--- src/rtl/cavlc_pkg.sv ---
// rtl/cavlc_pkg.sv - shared constants and types for the CAVLC coefficient analyzer
package cavlc_pkg;

  localparam int DEF_COEF_W   = 16;
  localparam int DEF_MAX_COEF = 16;
  localparam int DEF_CNT_W    = $clog2(DEF_MAX_COEF + 1);

  localparam int BLK_LUMA4X4 = 16;
  localparam int BLK_AC      = 15;
  localparam int BLK_CDC420  = 4;
  localparam int BLK_CDC422  = 8;

  typedef enum logic [1:0] {
    ST_COLLECT = 2'd0,
    ST_STATS   = 2'd1,
    ST_EMIT    = 2'd2
  } state_t;

  // One buffered non-zero level and the zero run that preceded it in scan order
  typedef struct packed {
    logic signed [DEF_COEF_W-1:0] level;
    logic [DEF_CNT_W-1:0]         run;
  } nz_entry_t;

endpackage

--- src/rtl/cavlc_nz_buffer.sv ---
// rtl/cavlc_nz_buffer.sv - append-only register file of non-zero levels with one random read port
module cavlc_nz_buffer #(
  parameter int COEF_W   = 16,
  parameter int MAX_COEF = 16,
  parameter int CNT_W    = $clog2(MAX_COEF + 1)
) (
  input  logic              clk,
  input  logic              rst_n,
  input  logic              clr,
  input  logic              wr_en,
  input  logic [COEF_W-1:0] wr_level,
  input  logic [CNT_W-1:0]  wr_run,
  output logic [CNT_W-1:0]  count,
  input  logic [CNT_W-1:0]  rd_idx,
  output logic [COEF_W-1:0] rd_level,
  output logic [CNT_W-1:0]  rd_run
);

  logic [COEF_W-1:0] level_q [MAX_COEF];
  logic [CNT_W-1:0]  run_q   [MAX_COEF];
  logic [CNT_W-1:0]  count_q;

  always_ff @(posedge clk or negedge rst_n) begin
    if (!rst_n) begin
      count_q <= '0;
      for (int i = 0; i < MAX_COEF; i++) begin
        level_q[i] <= '0;
        run_q[i]   <= '0;
      end
    end else if (clr) begin
      count_q <= '0;
    end else if (wr_en && (count_q < CNT_W'(MAX_COEF))) begin
      count_q <= count_q + CNT_W'(1);
      for (int i = 0; i < MAX_COEF; i++) begin
        if (count_q == CNT_W'(i)) begin
          level_q[i] <= wr_level;
          run_q[i]   <= wr_run;
        end
      end
    end
  end

  // Explicit compare mux keeps the index width independent of the depth
  always_comb begin
    rd_level = '0;
    rd_run   = '0;
    for (int i = 0; i < MAX_COEF; i++) begin
      if (rd_idx == CNT_W'(i)) begin
        rd_level = level_q[i];
        rd_run   = run_q[i];
      end
    end
  end

  assign count = count_q;

endmodule

--- src/rtl/cavlc_coeff_analyzer.sv ---
// rtl/cavlc_coeff_analyzer.sv - CAVLC statistics and reverse-order level replay for one coefficient block
module cavlc_coeff_analyzer
  import cavlc_pkg::*;
#(
  parameter int COEF_W   = DEF_COEF_W,
  parameter int MAX_COEF = DEF_MAX_COEF,
  parameter int CNT_W    = $clog2(MAX_COEF + 1)
) (
  input  logic                     clk,
  input  logic                     rst_n,
  input  logic [CNT_W-1:0]         blk_len_i,
  input  logic                     in_valid,
  output logic                     in_ready,
  input  logic signed [COEF_W-1:0] in_coef,
  input  logic                     in_last,
  output logic                     st_valid,
  input  logic                     st_ready,
  output logic [CNT_W-1:0]         st_total_coeff,
  output logic [1:0]               st_trailing_ones,
  output logic [2:0]               st_t1_signs,
  output logic [CNT_W-1:0]         st_total_zeros,
  output logic                     lv_valid,
  input  logic                     lv_ready,
  output logic signed [COEF_W-1:0] lv_level,
  output logic [CNT_W-1:0]         lv_run_before,
  output logic [CNT_W-1:0]         lv_zeros_left,
  output logic                     lv_is_t1,
  output logic                     lv_last,
  output logic                     len_err
);

  localparam logic [CNT_W-1:0] ONE = CNT_W'(1);

  state_t state_q, state_d;

  logic [CNT_W-1:0]  idx_q, blk_len_q, zrun_q, last_nz_q, k_q, zl_q;
  logic [1:0]        t1run_q;
  logic [2:0]        t1sig_q;
  logic              len_err_q;

  logic [CNT_W-1:0]  tc, rd_run, len_eff, total_zeros, t1_ext;
  logic [COEF_W-1:0] rd_level;
  logic              hs, is_zero, is_one, at_limit, end_blk;
  logic              emit_hs, at_k0, start_emit, clr_all;

  assign in_ready = (state_q == ST_COLLECT);
  assign st_valid = (state_q == ST_STATS);
  assign lv_valid = (state_q == ST_EMIT);

  assign hs      = in_valid & in_ready;
  assign is_zero = (in_coef == '0);
  assign is_one  = (in_coef == COEF_W'(1)) || (in_coef == '1);

  // Block length is latched with the first coefficient, so use the live input until then
  assign len_eff  = (idx_q == '0) ? blk_len_i : blk_len_q;
  assign at_limit = (idx_q == len_eff - ONE) || (idx_q == CNT_W'(MAX_COEF - 1));
  assign end_blk  = hs & (in_last | at_limit);

  assign total_zeros = (tc != '0) ? (last_nz_q + ONE - tc) : '0;
  assign t1_ext      = {{(CNT_W-2){1'b0}}, t1run_q};

  assign emit_hs    = lv_valid & lv_ready;
  assign at_k0      = (k_q == '0);
  assign start_emit = st_valid & st_ready & (tc != '0);
  assign clr_all    = (st_valid & st_ready & (tc == '0)) | (emit_hs & at_k0);

  cavlc_nz_buffer #(
    .COEF_W   (COEF_W),
    .MAX_COEF (MAX_COEF),
    .CNT_W    (CNT_W)
  ) u_nz_buffer (
    .clk      (clk),
    .rst_n    (rst_n),
    .clr      (clr_all),
    .wr_en    (hs & ~is_zero),
    .wr_level (in_coef),
    .wr_run   (zrun_q),
    .count    (tc),
    .rd_idx   (k_q),
    .rd_level (rd_level),
    .rd_run   (rd_run)
  );

  always_comb begin
    state_d = state_q;
    case (state_q)
      ST_COLLECT: if (end_blk) state_d = ST_STATS;
      ST_STATS:   if (st_ready) state_d = (tc != '0) ? ST_EMIT : ST_COLLECT;
      ST_EMIT:    if (emit_hs && at_k0) state_d = ST_COLLECT;
      default:    state_d = ST_COLLECT;
    endcase
  end

  always_ff @(posedge clk or negedge rst_n) begin
    if (!rst_n) begin
      state_q   <= ST_COLLECT;
      idx_q     <= '0;
      blk_len_q <= '0;
      zrun_q    <= '0;
      last_nz_q <= '0;
      t1run_q   <= '0;
      t1sig_q   <= '0;
      k_q       <= '0;
      zl_q      <= '0;
      len_err_q <= 1'b0;
    end else begin
      state_q   <= state_d;
      len_err_q <= hs & ~in_last & at_limit;
      if (clr_all) begin
        idx_q     <= '0;
        blk_len_q <= '0;
        zrun_q    <= '0;
        last_nz_q <= '0;
        t1run_q   <= '0;
        t1sig_q   <= '0;
        k_q       <= '0;
        zl_q      <= '0;
      end else begin
        if (hs) begin
          idx_q <= idx_q + ONE;
          if (idx_q == '0) blk_len_q <= blk_len_i;
          if (is_zero) begin
            zrun_q <= zrun_q + ONE;
          end else begin
            zrun_q    <= '0;
            last_nz_q <= idx_q;
            // Newest sign enters bit 0, which is the first trailing one emitted
            if (is_one) begin
              t1run_q <= (t1run_q == 2'd3) ? 2'd3 : t1run_q + 2'd1;
              t1sig_q <= {t1sig_q[1:0], in_coef[COEF_W-1]};
            end else begin
              t1run_q <= '0;
              t1sig_q <= '0;
            end
          end
        end
        if (start_emit) begin
          k_q  <= tc - ONE;
          zl_q <= total_zeros;
        end
        if (emit_hs) begin
          k_q  <= k_q - ONE;
          zl_q <= zl_q - rd_run;
        end
      end
    end
  end

  assign st_total_coeff   = st_valid ? tc : '0;
  assign st_trailing_ones = st_valid ? t1run_q : '0;
  assign st_t1_signs      = st_valid ? t1sig_q : '0;
  assign st_total_zeros   = st_valid ? total_zeros : '0;

  assign lv_level      = lv_valid ? rd_level : '0;
  assign lv_run_before = lv_valid ? rd_run : '0;
  assign lv_zeros_left = lv_valid ? zl_q : '0;
  assign lv_is_t1      = lv_valid & (k_q >= (tc - t1_ext));
  assign lv_last       = lv_valid & at_k0;
  assign len_err       = len_err_q;

endmodule

--- config.mk ---
export PLATFORM = sky130hd
export DESIGN_NAME = cavlc_coeff_analyzer
export DESIGN_NICKNAME = d
export VERILOG_FILES = /design/src/rtl/cavlc_pkg.sv /design/src/rtl/cavlc_nz_buffer.sv /design/src/rtl/cavlc_coeff_analyzer.sv
export SDC_FILE = /design/constraint.sdc
export NUM_CORES = 1
export LEC_CHECK = 0
export CORE_ASPECT_RATIO = 1.5
export CORE_MARGIN = 2
export CORE_UTILIZATION = 30
export DETAILED_ROUTE_END_ITERATION = 10
export DONT_BUFFER_PORTS = 1
export PLACE_DENSITY = 0.52
export REMOVE_ABC_BUFFERS = 1
export SLEW_MARGIN = 20
export SYNTH_ARGS = -nofsm -noshare
export SYNTH_HDL_FRONTEND = slang
export SYNTH_HIERARCHICAL = 1
export SYNTH_SLANG_ARGS = --single-unit
--- constraint.sdc ---
create_clock -name clk -period 5.5 [get_ports clk]
set_input_delay 0.55 -clock clk [delete_from_list [all_inputs] [get_ports clk]]
set_output_delay 0.55 -clock clk [all_outputs]
set_load 0.02 [all_outputs]
**After elaboration in Yosys (flattened, before gate mapping)**

Index checks and enable logic that the tools add are counted.

- RAM bits: 0
- Bits in latches: 0
- Input port bits: 27
- Bits in registers: 379
- Memories kept: 0
- Memory bits (read-only): 0

- Reductions and logical operators: 31
- Add/subtract/negate cells: 11
- Shift-type cells: 0
- Div/mod/pow operators: 0
- Muxes and demuxes: 73
- Bitwise gates (word level): 17
- Multipliers: 0
- Eq/ne operators: 41
- Magnitude comparators: 2

Operators with widths:

| cell | count |
|---|---|
| 16-bit two-way mux | 17 |
| 5-bit two-way mux | 40 |
| 5-bit by 4-bit == test with 1-bit output (second input constant) | 17 |
| 3-bit AND reduction | 17 |
| 5-bit by 3-bit == test with 1-bit output (second input constant) | 8 |
| 5-bit by 1-bit adder with 5-bit output (second input constant) | 4 |
| 5-bit by 2-bit == test with 1-bit output (second input constant) | 4 |
| 2-bit two-way mux | 10 |
| 16-bit == test (second input constant) | 1 |
| 16-bit by 2-bit == test with 1-bit output (second input constant) | 1 |
| 16-bit zero test | 1 |
| 5-bit zero test | 3 |
| 3-bit two-way mux | 5 |
| 5-bit by 1-bit subtractor with 5-bit output (second input constant) | 3 |
| 1-bit bitwise AND | 12 |
| 5-bit by 1-bit == test with 1-bit output (second input constant) | 2 |
| 5-bit subtractor | 2 |
| 2-bit by 1-bit != test with 1-bit output (second input constant) | 4 |
| 2-bit case mux with 3 select lines | 1 |
| 5-bit == test | 1 |
| 5-bit greater-or-equal comparator | 1 |
| 5-bit less-than comparator (second input constant) | 1 |
| 5-bit nonzero test | 1 |
| 5-bit by 2-bit subtractor with 5-bit output | 1 |
| 11 further kinds | 18 |

**Depth between registers and ports, before layout**

- Depth after elaboration: 20
- Gate-level depth with buffers: 17

**Cells and area by module**

Netlist, hierarchy kept.

Modules (own cells, without submodules):

| module | area an instance (um^2) | instances | seq. area each (um^2) | cells each |
|---|---|---|---|---|
| cavlc_nz_buffer | 16370.7 | 1 | 8533.2 | 1337 |
| cavlc_coeff_analyzer | 3040.4 | 1 | 950.9 | 360 |

**Worst setup path before layout**

Ideal clock, no wire load.

- Path type: register -> register
- Start point: register k_q[2]
- End point: register zl_q[4]
- Stages on the path, launching flop included: 17
- Library setup time: 0.128 ns
- Arrival: 3.153 ns
- Path buffers: 2
- Path slack: 2.219 ns
- Cell sequence: dfrtp_1 buf_4 buf_6 or3_1 a21oi_1 a22oi_1 or4_1 o31ai_1 ha_1 inv_1 fa_1 a21o_1 a21oi_1 xnor2_1 nor2_1 a21oi_1 o21ai_0

- Word-level cells in the longest chain between the ends: 20
- Elaborated cells on any way between the ends: 38

RTL lines:

| element | line | source |
|---|---|---|
| start: declaration | cavlc_coeff_analyzer.sv:36 | `logic [CNT_W-1:0] idx_q, blk_len_q, zrun_q, last_nz_q, k_q, zl_q;` |
| start signal: assignment | cavlc_coeff_analyzer.sv:138 | `k_q <= tc - ONE;` |
| start signal: assignment | cavlc_coeff_analyzer.sv:142 | `k_q <= k_q - ONE;` |
| 5-bit zero test | cavlc_nz_buffer.sv:48 | `if (rd_idx == CNT_W'(i)) begin` |
| 5-bit two-way mux (15 in series) | cavlc_nz_buffer.sv:48 |  |
| 5-bit two-way mux * | cavlc_nz_buffer.sv:48 |  |
| net rd_run[0] | cavlc_coeff_analyzer.sv:41 | `logic [CNT_W-1:0] tc, rd_run, len_eff, total_zeros, t1_ext;` |
| 5-bit subtractor * | cavlc_coeff_analyzer.sv:143 | `zl_q <= zl_q - rd_run;` |
| 5-bit two-way mux * | cavlc_coeff_analyzer.sv:141 | `if (emit_hs) begin` |
| 5-bit two-way mux * | cavlc_coeff_analyzer.sv:109 | `if (clr_all) begin` |
| end signal: assignment | cavlc_coeff_analyzer.sv:139 | `zl_q <= total_zeros;` |
| end signal: assignment | cavlc_coeff_analyzer.sv:143 |  |
| end: declaration | cavlc_coeff_analyzer.sv:36 |  |

Mark *: on every way through the listed nets, which the timed path passes. The rest lies on a longest branch.
A chain may end at the register's enable or synchronous reset.

**Worst setup path after layout**

- Start point: register k_q[0]
- End point: output lv_level[10]

- Word-level cells in the longest chain between the ends: 18
- Elaborated cells on any way between the ends: 33

RTL lines:

| element | line | source |
|---|---|---|
| 5-bit zero test | cavlc_nz_buffer.sv:48 |  |
| 16-bit two-way mux (15 in series) | cavlc_nz_buffer.sv:48 |  |
| 16-bit two-way mux * | cavlc_nz_buffer.sv:48 |  |
| net rd_level[10] | cavlc_coeff_analyzer.sv:42 | `logic [COEF_W-1:0] rd_level;` |
| 16-bit two-way mux * | cavlc_coeff_analyzer.sv:154 | `assign lv_level = lv_valid ? rd_level : '0;` |
| end: declaration | cavlc_coeff_analyzer.sv:24 | `output logic signed [COEF_W-1:0] lv_level,` |

Marks and branches as above.

==> impl_metrics.csv <==
group,metric,value,unit
power,powerDensity,459,nW/um2
run_status,violations,"hold timing, slew limit",
cts,cts_tree,"yes",
cells_and_area,layout_common_cells,"375 x dfrtp_1, 335 x mux2_2, 99 x nand2_1",
run_status,outcome,"complete, but fails checks",
sta,slew_headroom,-3.22,%
logic_synthesis,synth_cell_types,91,
cts,clk_latency,0.55,ns
cells_and_area,layout-drive-gt1-share,28.2,%
sta,maxSlewViolCount,107,
placement,port_buffers,0,
cells_and_area,postLayoutCoreUtil,33.5,%
cts,clk_pin_slew_worst_paths,0.07,ns
power,leakage,0.0100,uW
cts,cts_sinks,379,
floorplanning,ios,74,
cells_and_area,nets,1716,
placement,hpwl,47500,um
grt,grt_max_degree,380,
grt,grt_usage,21.0,%
logic_synthesis,async_reset_ff_share,100,%
logic_synthesis,synth_top_area_share,48.9,%
logic_synthesis,synth_cells,1697,
critical_path,worstSetupEndpointType,"output pin",
critical_path,crit_type,"reg2out",
sta,fin_crit_sh,86.0,%
cts,htree_levels,2,
logic_synthesis,synth_edf_count,0,
detailed_routing,vias_per_cell,5.68,
floorplanning,row_count,114,
grt,grt_pass1_vias,14600,
detailed_routing,drt_pass1_iterations,5,
detailed_routing,num_vias,14200,
floorplanning,core,64200,um2
logic_synthesis,yosysSeqAreaShare,48.9,%
floorplanning,dieArea,66800,um2
critical_path,r2r_slack,1.17,ns
cells_and_area,final_common_cell,"dfrtp_1",
logic_synthesis,synth_area,19400,um2
grt,grt_pass1_wl,102000,um
cts,clk_path_buf_depth,3,
logic_synthesis,synth_ff_type,"dfrtp_1",
detailed_routing,wl_per_cell,28.2,um
logic_synthesis,synth-seq-cells,379,
sta,fmax,211,MHz
floorplanning,fp.dieH,316,um
cells_and_area,area_growth,10.6,%
run,cap_violations,0,
detailed_routing,ant_nets,0,
logic_synthesis,ys_warn_count,6,
floorplanning,start_util,30.2,%
critical_path,cp-start-kind,"flop",
sta,setup_tns,0,ns
cts,cts_root_buf,"clkbuf_16",
worst_hold_path,min_path_type,"in2async",
sta,finalCriticalPeriod,4.73,ns
detailed_routing,wl,70500,um
sta,clock_skew,0.0141,ns
sta,hold_viol,195,
detailed_routing,drt_iter0_markers,1331,
sta,tightest_slew,1.55,ns
logic_synthesis,syn_area_per_cell,11.4,um2
sta,worst_hold_slack,-0.272,ns
power,ir_drop,210,uV
critical_path,critPathRequiredTime,4.95,ns
grt,grt_overflow,0,
detailed_routing,drc,0,
critical_path,crit_arrival,4.18,ns
sta,rsz0062_at_grt,"no",
grt,antenna_found_initial,2,
sta,finalSetupViolations,0,
placement,gp_congestion,0.930,
logic_synthesis,synth.area.top_cells,"dfrtp_1 49%, mux2_2 19%, nand2_1 1.9%",
floorplanning,dieWidth,212,um
cts,cts_buffers,40,
logic_synthesis,synth_top_area_cell,"dfrtp_1",
critical_path,worstRegToRegCells,14,
critical_path,path_max_fanout,44,
-- where the power goes --
group	total (uW)	switching, uW	leakage (uW)	internal (uW)
combinational	3480	2200	0.00416	1270
clock	2840	1150	0.000668	1690
sequential	3540	453	0.00521	3080
-- cell families after synthesis --
family          share of synthesized area (%)
xor+xnor                                 1.08
flops                                    48.9
simple gates                             11.0
fa+ha+maj                                2.18
buf+inv                                  3.99
mux                                      20.4
compound gates                           12.6
-- registers in the layout, indices dropped and copies added (netlist names) --
register	count
u_nz_buffer/count	5
blk_len_q	5
zl_q	5
zrun_q	5
last_nz_q	5
t1sig_q	3
len_err	1
state_q	2
k_q	5
u_nz_buffer/run_q	80
u_nz_buffer/level_q	256
t1run_q	2
idx_q	5
-- cell type report --
cell class | count | area (um2)
antenna | 2 | 5.00
clock buffer | 58 | 1190
clock inverter | 12 | 171
fill | 6484 | 42700
inverter | 40 | 150
multi-input combinational | 1157 | 9160
sequential | 379 | 9490
tap | 812 | 1020
timing repair buffer | 39 | 293
-- through the flow --
step           power, uW  instance area (um2)  instances  setup WS, ns
6_report            9850                21500       2499         0.767
2_1_floorplan       5670                18800       1576         0.683
5_1_grt            10300                21500       2497         0.768
3_3_place_gp        6990                20100       2427          1.10
3_5_place_dp        7020                20100       2427          1.22
4_1_cts             9890                21500       2497         0.722
-- synth_stat cells (all sizes together) (11+ instances only) --
library cell	number
xnor2	12
dfrtp	379
o21ai	63
a21oi	60
o2bb2ai	11
nand2b	24
a22oi	29
nor2b	18
inv	40
a211oi	12
nand4	15
o22ai	26
nor3	24
and2	38
buf	77
a21o	17
mux2i	11
a31oi	18
ha	29
xor2	12
mux2	340
clkbuf	44
nand3	33
nor2	96
nand2	99
-- critical path, cell delays in order (launching register included) --
cell and delay (ns):
dfrtp_2 1.00, nand2_1 0.48, nor2_1 0.42, buf_4 0.36, o2bb2ai_1 0.16, a221oi_1 0.16, o31ai_1 0.64, and2_1 0.35
-- final timing paths --
check / startpoint / end
worst min register to register: u_nz_buffer/level_q[173] / u_nz_buffer/level_q[173]
min in group clk: in_last / len_err
worst max register to register: k_q[0] / zl_q[4]
worst min-delay path: rst_n / u_nz_buffer/run_q[13]
worst max-delay path: k_q[0] / lv_level[10]
max in group asynchronous: rst_n / k_q[3]
-- layer usage --
metal / share of wire [%] / global-route usage (%)
met1: 38 / 24.1
met3: 5.4 / 3.08
met4: 6.1 / 11.6
met5: 0.011 / 0
met2: 51 / 37.4
-- timing repair --
action                     CTS  global route
hold endpoints to repair   379           379
setup endpoints to repair    0             0
resized for setup            0             0
buffers inserted             0             0
(Power assumes the default switching activity.)
